[src/rtl/imem_uart_loader.sv]
// rtl/imem_uart_loader.sv - UART boot loader that writes a framed program image into imem
//
// Frame on the serial line: SYNC_BYTE, CNT_LO, CNT_HI, 4*N data bytes (little-endian words),
// then CHK = XOR of all data bytes. The core is held in reset until a checksum-valid image lands.
//
// Ports:
//   clk        - system clock, rising edge
//   reset      - asynchronous active-low reset
//   uart_rx    - serial input (8N1, idle high), asynchronous to clk
//   imem_we    - one-cycle write strobe per assembled word
//   imem_addr  - word address of the write (holds when imem_we=0)
//   imem_wdata - word being written (holds when imem_we=0)
//   cpu_reset  - 1 holds the core in reset, 0 lets it run
//   load_done  - sticky: image loaded and verified
//   load_error - framing/length/checksum error, cleared by the next SYNC_BYTE
module imem_uart_loader #(
   parameter int          CLKS_PER_BIT = 434,
   parameter int          ADDR_WIDTH   = 8,
   parameter logic [7:0]  SYNC_BYTE    = 8'hA5
) (
   input  logic                  clk,
   input  logic                  reset,
   input  logic                  uart_rx,
   output logic                  imem_we,
   output logic [ADDR_WIDTH-1:0] imem_addr,
   output logic [31:0]           imem_wdata,
   output logic                  cpu_reset,
   output logic                  load_done,
   output logic                  load_error
);
   localparam int             CW        = $clog2(CLKS_PER_BIT);
   localparam logic [CW-1:0]  BIT_LAST  = CW'(CLKS_PER_BIT - 1);
   localparam logic [CW-1:0]  HALF_LAST = CW'(CLKS_PER_BIT / 2 - 1);
   localparam int             CAPACITY  = 1 << ADDR_WIDTH;

   // ---------------- receiver ----------------
   typedef enum logic [1:0] {RX_IDLE, RX_START, RX_DATA, RX_STOP} rx_state_t;

   rx_state_t      rx_state, rx_state_n;
   logic [CW-1:0]  rx_cnt, rx_cnt_n;
   logic [2:0]     rx_bit, rx_bit_n;
   logic [7:0]     rx_shift, rx_shift_n;
   logic           rx_meta, rx_sync, rx_prev;
   logic           rx_stb, rx_ferr;

   always_ff @(posedge clk or negedge reset) begin
      if (!reset) begin
         rx_meta  <= 1'b1;
         rx_sync  <= 1'b1;
         rx_prev  <= 1'b1;
         rx_state <= RX_IDLE;
         rx_cnt   <= '0;
         rx_bit   <= '0;
         rx_shift <= '0;
      end else begin
         rx_meta  <= uart_rx;
         rx_sync  <= rx_meta;
         rx_prev  <= rx_sync;
         rx_state <= rx_state_n;
         rx_cnt   <= rx_cnt_n;
         rx_bit   <= rx_bit_n;
         rx_shift <= rx_shift_n;
      end
   end

   // rx_stb / rx_ferr are single-cycle pulses at the stop-bit centre.
   always_comb begin
      rx_state_n = rx_state;
      rx_cnt_n   = rx_cnt + 1'b1;
      rx_bit_n   = rx_bit;
      rx_shift_n = rx_shift;
      rx_stb     = 1'b0;
      rx_ferr    = 1'b0;
      case (rx_state)
         RX_IDLE: begin
            rx_cnt_n = '0;
            if (rx_prev && !rx_sync) rx_state_n = RX_START;
         end
         RX_START: if (rx_cnt == HALF_LAST) begin
            rx_cnt_n   = '0;
            rx_bit_n   = '0;
            // line back high at mid-start: glitch, not a start bit
            rx_state_n = rx_sync ? RX_IDLE : RX_DATA;
         end
         RX_DATA: if (rx_cnt == BIT_LAST) begin
            rx_cnt_n   = '0;
            rx_shift_n = {rx_sync, rx_shift[7:1]};
            rx_bit_n   = rx_bit + 1'b1;
            if (rx_bit == 3'd7) rx_state_n = RX_STOP;
         end
         RX_STOP: if (rx_cnt == BIT_LAST) begin
            rx_state_n = RX_IDLE;
            rx_stb     = rx_sync;
            rx_ferr    = !rx_sync;
         end
         default: rx_state_n = RX_IDLE;
      endcase
   end

   // ---------------- frame parser ----------------
   typedef enum logic [2:0] {S_IDLE, S_CNT_LO, S_CNT_HI, S_DATA, S_CHK, S_DONE, S_ERROR} state_t;

   state_t                 state, state_n;
   logic [7:0]             cnt_lo, cnt_lo_n;
   logic [15:0]            word_cnt, word_cnt_n;
   logic [ADDR_WIDTH:0]    index, index_n;        // one extra bit so it can reach CAPACITY
   logic [1:0]             byte_sel, byte_sel_n;
   logic [23:0]            word_buf, word_buf_n;
   logic [7:0]             chk, chk_n;
   logic                   imem_we_n, cpu_reset_n, load_done_n, load_error_n;
   logic [ADDR_WIDTH-1:0]  imem_addr_n;
   logic [31:0]            imem_wdata_n;

   always_ff @(posedge clk or negedge reset) begin
      if (!reset) begin
         state      <= S_IDLE;
         cnt_lo     <= '0;
         word_cnt   <= '0;
         index      <= '0;
         byte_sel   <= '0;
         word_buf   <= '0;
         chk        <= '0;
         imem_we    <= 1'b0;
         imem_addr  <= '0;
         imem_wdata <= '0;
         cpu_reset  <= 1'b1;
         load_done  <= 1'b0;
         load_error <= 1'b0;
      end else begin
         state      <= state_n;
         cnt_lo     <= cnt_lo_n;
         word_cnt   <= word_cnt_n;
         index      <= index_n;
         byte_sel   <= byte_sel_n;
         word_buf   <= word_buf_n;
         chk        <= chk_n;
         imem_we    <= imem_we_n;
         imem_addr  <= imem_addr_n;
         imem_wdata <= imem_wdata_n;
         cpu_reset  <= cpu_reset_n;
         load_done  <= load_done_n;
         load_error <= load_error_n;
      end
   end

   always_comb begin
      state_n      = state;
      cnt_lo_n     = cnt_lo;
      word_cnt_n   = word_cnt;
      index_n      = index;
      byte_sel_n   = byte_sel;
      word_buf_n   = word_buf;
      chk_n        = chk;
      imem_we_n    = 1'b0;
      imem_addr_n  = imem_addr;
      imem_wdata_n = imem_wdata;
      cpu_reset_n  = cpu_reset;
      load_done_n  = load_done;
      load_error_n = load_error;
      if (rx_stb) begin
         case (state)
            S_IDLE, S_ERROR: if (rx_shift == SYNC_BYTE) begin
               state_n      = S_CNT_LO;
               chk_n        = '0;
               index_n      = '0;
               byte_sel_n   = '0;
               load_error_n = 1'b0;
            end
            S_CNT_LO: begin
               cnt_lo_n = rx_shift;
               state_n  = S_CNT_HI;
            end
            S_CNT_HI: begin
               word_cnt_n = {rx_shift, cnt_lo};
               if ({rx_shift, cnt_lo} == 16'd0) begin
                  state_n = S_CHK;
               end else if ({16'd0, rx_shift, cnt_lo} > 32'(CAPACITY)) begin
                  state_n      = S_ERROR;
                  load_error_n = 1'b1;
               end else begin
                  state_n = S_DATA;
               end
            end
            S_DATA: begin
               chk_n      = chk ^ rx_shift;
               byte_sel_n = byte_sel + 1'b1;
               if (byte_sel == 2'd3) begin
                  imem_we_n    = 1'b1;
                  imem_addr_n  = index[ADDR_WIDTH-1:0];
                  imem_wdata_n = {rx_shift, word_buf};
                  index_n      = index + 1'b1;
                  if (32'(index) + 32'd1 == 32'(word_cnt)) state_n = S_CHK;
               end else begin
                  word_buf_n[8*byte_sel +: 8] = rx_shift;
               end
            end
            S_CHK: begin
               if (rx_shift == chk) begin
                  state_n     = S_DONE;
                  load_done_n = 1'b1;
                  cpu_reset_n = 1'b0;
               end else begin
                  state_n      = S_ERROR;
                  load_error_n = 1'b1;
               end
            end
            default: ;  // S_DONE: locked until reset
         endcase
      end else if (rx_ferr) begin
         // a bad stop bit only matters once a frame is in progress
         if (state == S_CNT_LO || state == S_CNT_HI || state == S_DATA || state == S_CHK) begin
            state_n      = S_ERROR;
            load_error_n = 1'b1;
         end
      end
   end
endmodule
[config.mk]
export PLATFORM = sky130hd
export DESIGN_NAME = imem_uart_loader
export DESIGN_NICKNAME = d
export VERILOG_FILES = /design/src/rtl/imem_uart_loader.sv
export SDC_FILE = /design/constraint.sdc
export NUM_CORES = 1
export LEC_CHECK = 0
export BUFFER_PORTS_ARGS = -buffer_cell sky130_fd_sc_hd__buf_4
export CORE_UTILIZATION = 26
export DETAILED_ROUTE_END_ITERATION = 12
export PLACE_DENSITY = 0.41
export SLEW_MARGIN = 20
export SYNTH_ARGS = -nofsm -noshare
export SYNTH_HDL_FRONTEND = slang
export SYNTH_SLANG_ARGS = --single-unit
[constraint.sdc]
create_clock -name clk -period 3 [get_ports clk]
set_input_delay 0.75 -clock clk [delete_from_list [all_inputs] [get_ports clk]]
set_output_delay 0.75 -clock clk [all_outputs]
set_load 0.05 [all_outputs]
---- Word level (Yosys, flattened, before mapping) ----
Cells that the tools add are included.
cells by class
  add/sub/neg operators ................... 6
  $lt $le $gt $ge ......................... 1
  eq/ne operators ......................... 30
  shift-type cells ........................ 2
  muxes and demuxes ....................... 46
  bitwise operators ....................... 2
  reductions and logical operators ........ 25
operators with widths
  operator                 number
  $mux 9                   4
  $neg 5->34               1
  $shift 8x34->24 const A  1
  $shiftx 8x34->24         1
  $mux 3                   10
  $pmux 9 s3               1
  $bwmux 24                1
  $add 9x1->9 const B      2
  $ne 3x3->1 const B       6
  $pmux 9 s2               1
  $eq 10x16->1             1
  $gt 16x9->1 const B      1
  $logic_not 16->1         1
  $mux 2                   8
  $pmux 8 s2               1
  $pmux 3 s5               1
  $reduce_and 3->1         5
  $mux 1                   14
  $ne 2x2->1 const B       7
  $add 9x1->10 const B     1
  $eq 3x3->1 const B       3
  $eq 9x8->1 const B       1
  $eq 9x9->1 const B       1
  $eq 8x8->1               1
  28 further kinds         38
word-level totals
  register bits ........................... 139
  output and inout bits ................... 44

---- Logic depth before layout (Yosys ltp) ----
Gate-level depths: netlist of the first run.
  depth after elaboration ................. 7
  mapped depth ............................ 10
  mapped depth without buffers ............ 8

---- Worst setup path before layout of the first run ----
Ideal clock, no wire load.
  path kind ............................... register to register
  from .................................... reg index[0]
  to ...................................... reg state[1]
  setup time .............................. 0.125 ns
  arrival time ............................ 2.026 ns
  data required time ...................... 2.875 ns
  path slack .............................. 0.849 ns
  stages on the path, launching flop included .. 8
  path buffers ............................ 0
  cell sequence ........................... dfrtp_1 -> ha_1 -> nand2b_1 -> or2_2 -> a311oi_1 -> o22ai_1 -> o31ai_2 -> mux2_2
on the way
  word-level cells in the longest chain between the ends .. 4
RTL lines
  item                        line  RTL
  start: declaration          106   logic [ADDR_WIDTH:0] index, index_n;
  start signal: assignment    133   index <= index_n;
  $add 9x1->10                192   if (32'(index) + 32'd1 == 32'(word_cnt)) state_n = S_CHK;
  $eq 10x16->1                192
  $ne 3x3->1 (no line)        -
  $reduce_and 6->1 (no line)  -
  end signal: assignment      130   state <= state_n;
  end: declaration            103   state_t state, state_n;
Every way passes these cells.
A chain may end at the register's enable or synchronous reset.

---- Worst setup path after layout of the first run ----
  from .................................... reg index[0]
  to ...................................... reg state[2]
The elaborated chain is that of the path after synthesis.

==> impl_metrics.py, run 1 <==
metrics = {
    "floorplan": {
        "core-area_mm2": 0.0242,
        "pin_count": 47,
        "std_cell_rows": 57,
        "start_util_pct": 26.5,
        "die_w_um": 159,
        "die-area_mm2": 0.0253,
        "die_y_um": 159,
    },
    "hold_path": {
        "worstHoldPathType": "in -> async",
    },
    "sta": {
        "slew_viol_final": 0,
        "hold_violations": 0,
        "final.min_clock_period_ns": 2.55,
        "worst_pin_slew_ns": 0.835,
        "fin_ws_ns": 0.454,
        "fin_setup_tns_ns": 0,
        "finalCritPeriodShare_pct": 84.9,
        "finalSetupViolations": 0,
        "max_freq_mhz": 393,
        "skew_ns": 0.00810,
        "slew_headroom_pct": 43.9,
        "rsz0062_at_grt": "no",
    },
    "layout": {
        "layout_common_cells": "135 x dfrtp_1, 97 x o21ai_0, 96 x nand2_1",
        "fill_cells": 2540,
        "final_common_cell": "dfrtp_1",
        "final_core_util_pct": 31.9,
        "regArea_mm2": 0.00348,
        "nets": 701,
        "synthToLayoutAreaGrowth_pct": 20.7,
        "diodes": 0,
        "multiInputGateArea_mm2": 0.00261,
        "drive_above_1_share_pct": 18.7,
    },
    "placement": {
        "dpl.hpwl_um": 10200,
        "gp_congestion": 0.815,
        "dpl_worst_slack_ns": 0.478,
        "port_buffers": 46,
    },
    "status": {
        "status": "finished clean",
    },
    "clock_tree": {
        "post_cts_buffers": 0,
        "ctsResizeCount": 0,
        "hold_buffers": 0,
        "clock_sinks": 139,
        "clk_latency_ns": 0.42,
        "path_clk_slew_ns": 0.06,
        "cts_root_buffer": "clkbuf_16",
        "cts_buffers": 17,
        "cts_tree": "yes",
        "clockBufferDepth": 2,
        "ctsHtreeMaxLevel": 4,
    },
    "synth": {
        "synthMuxAreaShare_pct": 4.39,
        "synth_xor_area_share_pct": 3.82,
        "synth_top_cells_by_area": "dfrtp_1 53%, o21ai_0 7.6%, nand2_1 5.6%",
        "synth-seq-cells": 139,
        "syn_inst": 645,
        "synthesis.area_mm2": 0.00642,
        "synth_nets": 659,
        "synth_top_area_share_pct": 52.7,
        "synth_fa_ha_area_share_pct": 2.15,
        "synth.avg_cell_area_um2": 9.95,
        "synthSimpleGateAreaFrac_pct": 17.4,
        "seq_area_frac_synth_pct": 54.3,
        "synth_compound_gate_area_share_pct": 12.9,
        "yosysTopAreaCell": "dfrtp_1",
        "synth_top_family_by_area": "simple AND/OR/NAND/NOR gates",
        "synthDistinctLibCells": 56,
        "yosys_most_used_dff": "dfrtp_1",
        "yosysWarningCount": 0,
        "synth_edf_count": 0,
        "async_flop_share_pct": 100,
    },
    "routing": {
        "drt-initial-drc-count": 233,
        "drt_drc_violations_left": 0,
        "routedWlPerCell_um": 14.6,
        "dr_total_vias": 4610,
        "ant_nets": 0,
        "dr.pass1.iters": 4,
        "drt_wl_total_um": 14900,
        "viasPerCell": 4.51,
    },
    "grt": {
        "antenna_found_initial": 0,
        "track_usage_pct": 12.5,
        "grt_max_degree": 58,
        "grt_pass1_vias": 4588,
        "grt_overflow": 0,
        "grt_pass1_wl_um": 24800,
    },
    "pwr": {
        "p_seq_share_pct": 45.8,
        "swShare_pct": 21.8,
        "p_leak_nw": 3.48,
        "power.density_mw_per_mm2": 553,
        "internal_power_mw": 3.35,
        "power_switching_uw": 931,
        "vdd_drop_max_uv": 335,
        "power_frac_comb_pct": 3.5,
        "power.share.clock_pct": 50.7,
    },
    "setup_path": {
        "crit_required_ns": 3.29,
        "cp_max_fo": 6,
        "critical_path_class": "reg -> reg",
        "startpoint_type": "flip-flop",
        "critPathCaptureType": "flip-flop",
        "reg2reg_from": "index[0]",
        "rr_worst_depth": 7,
        "cp.arrival_ns": 2.84,
        "critical_path.startpoint": "index[0]",
    },
    "flow_run": {
        "max-cap-violations": 0,
    },
}
-- worst max-delay path, cell delays in order, from the launching register on --
cell and delay, ns:
dfrtp_1 0.45, ha_1 0.27, nand2b_1 0.10, or2_2 0.28, a311oi_1 0.41, o22ai_1 0.17
o31ai_2 0.36, mux2_2 0.39
-- logic make-up (layout without fill, tap and decap cells) --
kind of cell,Yosys count,in the layout
simple gates,218,218
compound gates,144,144
flops,139,139
buf+inv,80,134
xor+xnor,28,28
mux,25,25
fa+ha+maj,11,11
-- metrics by stage --
step                      instance area [um2]  std cells  hold slack (ns)  power, mW
final                                    7740       1023            0.308       4.28
after global routing                     7740       1023            0.337       4.47
after CTS                                7740       1023            0.318       4.34
after detailed placement                 7130        992            0.347       2.15
after floorplan                          6420        645            0.345       2.07
after global placement                   7130        992            0.346       2.14
-- path summary, 6_finish.rpt --
path / end / slack (ns)
setup / recovery: state[2] / 0.45
hold / removal: imem_wdata[15] / 0.31
setup reg to reg: state[2] / 0.45
hold reg to reg: rx_sync / 0.35
max in group asynchronous: rx_meta / 2.01
min in group clk: rx_sync / 0.35
-- power by group through the flow --
| stage | sequential, mW | combinational, mW | clock (mW) |
|---|---|---|---|
| floorplan | 1.98 | 0.0953 | 0 |
| global placement | 1.99 | 0.150 | 0 |
| detailed placement | 1.99 | 0.157 | 0 |
| CTS | 1.96 | 0.157 | 2.23 |
| global route | 1.96 | 0.177 | 2.33 |
| finish | 1.96 | 0.151 | 2.17 |
-- Yosys cell counts (all sizes together), types with 2 or more instances --
| library cell | number |
|---|---|
| a211oi | 2 |
| a22o | 4 |
| xor2 | 11 |
| buf | 13 |
| a311oi | 2 |
| and3 | 6 |
| xnor2 | 17 |
| dfstp | 4 |
| a31oi | 5 |
| o31ai | 13 |
| ha | 11 |
| nand4 | 7 |
| nor3b | 3 |
| mux2i | 3 |
| nor2 | 35 |
| or2 | 3 |
| dfrtp | 135 |
| inv | 44 |
| and4 | 2 |
| nand3 | 36 |
| a21oi | 9 |
| clkbuf | 23 |
| o22ai | 3 |
| nand2 | 96 |
| o21ai | 99 |
| mux2 | 22 |
| nand2b | 4 |
| nor2b | 3 |
| nor3 | 8 |
| nor4 | 8 |
-- flip-flops by register name, indices dropped and copies added (netlist names), 2 cells and up, named ones only --
signal / cells
rx_bit: 3
rx_cnt: 9
rx_shift: 8
chk: 8
index: 9
word_buf: 24
word_cnt: 16
imem_addr: 8
imem_wdata: 32
state: 3
byte_sel: 2
cnt_lo: 8
-- layer usage --
layer  vias to the layer above  routed length (um)  track usage, %
li1                       2289                   -               -
met1                      2221                7320            17.1
met2                        87                6740            19.0
met3                        13                 668            3.54
met4                         0                 163            3.93
met5                         -                   0               0
-- layout make-up --
| class | instances | share of cell area [%] |
|---|---|---|
| repair buffers | 59 | 6.09 |
| flip-flops and latches | 139 | 45.0 |
| inverters | 44 | 2.13 |
| well taps | 324 | 5.24 |
| multi-input cells | 426 | 33.7 |
| clock buffers | 21 | 6.08 |
| clock inverters | 10 | 1.79 |
(Power assumes the default switching activity.)
==> run 2: changes to the inputs <==
Settings changed: PLACE_DENSITY 0.41 to 0.42.
Clock period 3 ns to 2.2 ns, I/O delays scaled along.
==> run 2 against run 1 <==
Power up 40%; combinational power grew 110%; count of clock-buffer cells in the layout up 3; highest routed layer unchanged; global-route usage increased by 0.72 points; routed wire length is 6.5% higher; clock power up 39%; register-to-register slack worse by 0.37 ns; critical path depth grew 2; sequential power rose by 35%; critical endpoint unchanged; die area is the same; worst hold slack got worse by 0.25 ns; maximum frequency grew 21%.
==> impl_metrics.py, run 2 (synthesized netlist as in run 1, its figures left out) <==
metrics = {
    "status": {
        "status": "finished clean",
    },
    "layout": {
        "synthToLayoutAreaGrowth_pct": 29.7,
        "diodes": 0,
        "nets": 750,
        "largest_reg_flops": 32,
        "final_common_cell": "dfrtp_1",
        "drive_above_1_share_pct": 26.2,
        "stdcell_area_mm2": 0.00832,
        "layout_common_cells": "134 x dfrtp_1, 97 x buf_4, 95 x nand2_1",
        "fill_cells": 2469,
        "top_register": "imem_wdata",
        "stdcell_count": 1072,
        "top_regs": "imem_wdata: 32 flops, word_buf: 24 flops, word_cnt: 16 flops",
    },
    "clock_tree": {
        "clk_latency_ns": 0.42,
        "clock_sinks": 139,
        "ctsHtreeMaxLevel": 4,
        "cts_root_buffer": "clkbuf_16",
        "cts_tree": "yes",
        "path_clk_slew_ns": 0.06,
        "cts_buffers": 17,
        "clockBufferDepth": 2,
        "hold_buffers": 0,
    },
    "sta": {
        "skew_ns": 0.00935,
        "finalSetupViolations": 0,
        "finalCritPeriodShare_pct": 96.0,
        "worst_pin_slew_ns": 0.479,
        "slew_headroom_pct": 67.8,
        "rsz0062_at_grt": "yes",
        "slew_viol_final": 0,
        "holdWs_ns": 0.0529,
        "max_freq_mhz": 473,
        "hold_violations": 0,
        "final.min_clock_period_ns": 2.11,
    },
    "pwr": {
        "power.density_mw_per_mm2": 718,
        "vdd_drop_max_uv": 514,
        "p_leak_nw": 3.77,
    },
    "floorplan": {
        "pin_count": 47,
        "die_y_um": 159,
        "die-area_mm2": 0.0253,
        "core-area_mm2": 0.0242,
        "start_util_pct": 26.5,
        "die_w_um": 159,
        "std_cell_rows": 57,
    },
    "hold_path": {
        "worstHoldPathType": "in -> async",
    },
    "grt": {
        "grt_pass1_wl_um": 26400,
        "grt_max_degree": 45,
        "grt_pass1_vias": 4941,
        "antenna_found_initial": 0,
        "track_usage_pct": 13.2,
        "grt_overflow": 0,
    },
    "routing": {
        "viasPerCell": 4.49,
        "routedWlPerCell_um": 14.8,
        "drt_wl_total_um": 15900,
        "drt_drc_violations_left": 0,
        "dr.pass1.iters": 5,
        "dr_total_vias": 4817,
        "drt-initial-drc-count": 232,
        "ant_nets": 0,
    },
    "setup_path": {
        "r2r_setup_slack_ns": 0.09,
        "crit_required_ns": 2.50,
        "startpoint_type": "flip-flop",
        "cp_max_fo": 5,
        "critPathCaptureType": "flip-flop",
        "critical_path_class": "reg -> reg",
        "cp.arrival_ns": 2.41,
    },
    "flow_run": {
        "max-cap-violations": 0,
    },
    "placement": {
        "dp_cells": 1035,
        "gp_congestion": 0.775,
        "port_buffers": 46,
        "dpl.hpwl_um": 11000,
        "placed_cell_area_mm2": 0.00750,
    },
}
run 2: cell types whose count changed in the layout (fill, tap and decap cells not counted), sizes merged:
| cell | delta |
|---|---|
| clkinvlp | -1 |
| bufinv | +1 |
| inv | -2 |
| clkinv | -1 |
| clkbuf | +3 |
| buf | +49 |
run 2: final cells by class:
cell class	count	area, um2	share of cell area [%]
flip-flops and latches	139	3480	41.9
multi-input cells	426	2750	33.0
repair buffers	108	913	11.0
clock buffers	24	472	5.67
well taps	324	405	4.87
inverters	44	165	1.98
clock inverters	7	139	1.67
run 2: what timing repair did:
item,CTS,global route
pin swaps,3,12
endpoints found under the setup margin,3,34
setup buffers,2,4
resized for setup,8,31
run 2: power by group:
part / total (mW) / leakage [nW] / internal, mW / switching [mW]
Clock: 3.01 / 0.298 / 1.95 / 1.06
Sequential: 2.65 / 1.92 / 2.61 / 0.0411
Combinational: 0.319 / 1.55 / 0.148 / 0.171
run 2: metal layers:
layer	up-vias	GRT usage, %	part of all wire [%]
li1	2385	-	-
met4	0	4.55	1.1
met3	10	2.79	3.1
met5	-	0	0
met2	73	20.0	46
met1	2349	18.6	50
run 2: worst paths after layout:
| check | start | end | cells after the start |
|---|---|---|---|
| max in group asynchronous | reset | index[2] | 2 |
| worst max register to register | rx_cnt[1] | state[2] | 9 |
| worst min register to register | rx_meta | rx_sync | 0 |
| worst min-delay path | reset | imem_wdata[17] | 1 |
| min in group clk | uart_rx | rx_meta | 1 |
| worst max-delay path | rx_cnt[1] | state[2] | 9 |
run 2: critical path: stages (launching register included):
cell,delay [ns]
dfrtp_1,0.39
inv_2,0.08
ha_4,0.11
and4b_1,0.23
buf_6,0.13
a31oi_1,0.07
a211oi_1,0.40
o31ai_4,0.14
o31ai_4,0.10
mux2_4,0.33
run 2: per-stage QoR:
stage	TNS [ns]	power, mW	worst slack [ns]	utilization [%]
final	0	5.98	0.0879	34.3
after global placement	-0.0147	2.96	-0.00754	30.9
after CTS	0	6.04	0.00388	33.7
after detailed placement	-0.298	2.98	-0.126	30.9
after floorplan	0	2.82	0.0488	-
after global routing	-0.0939	6.23	-0.0323	34.3
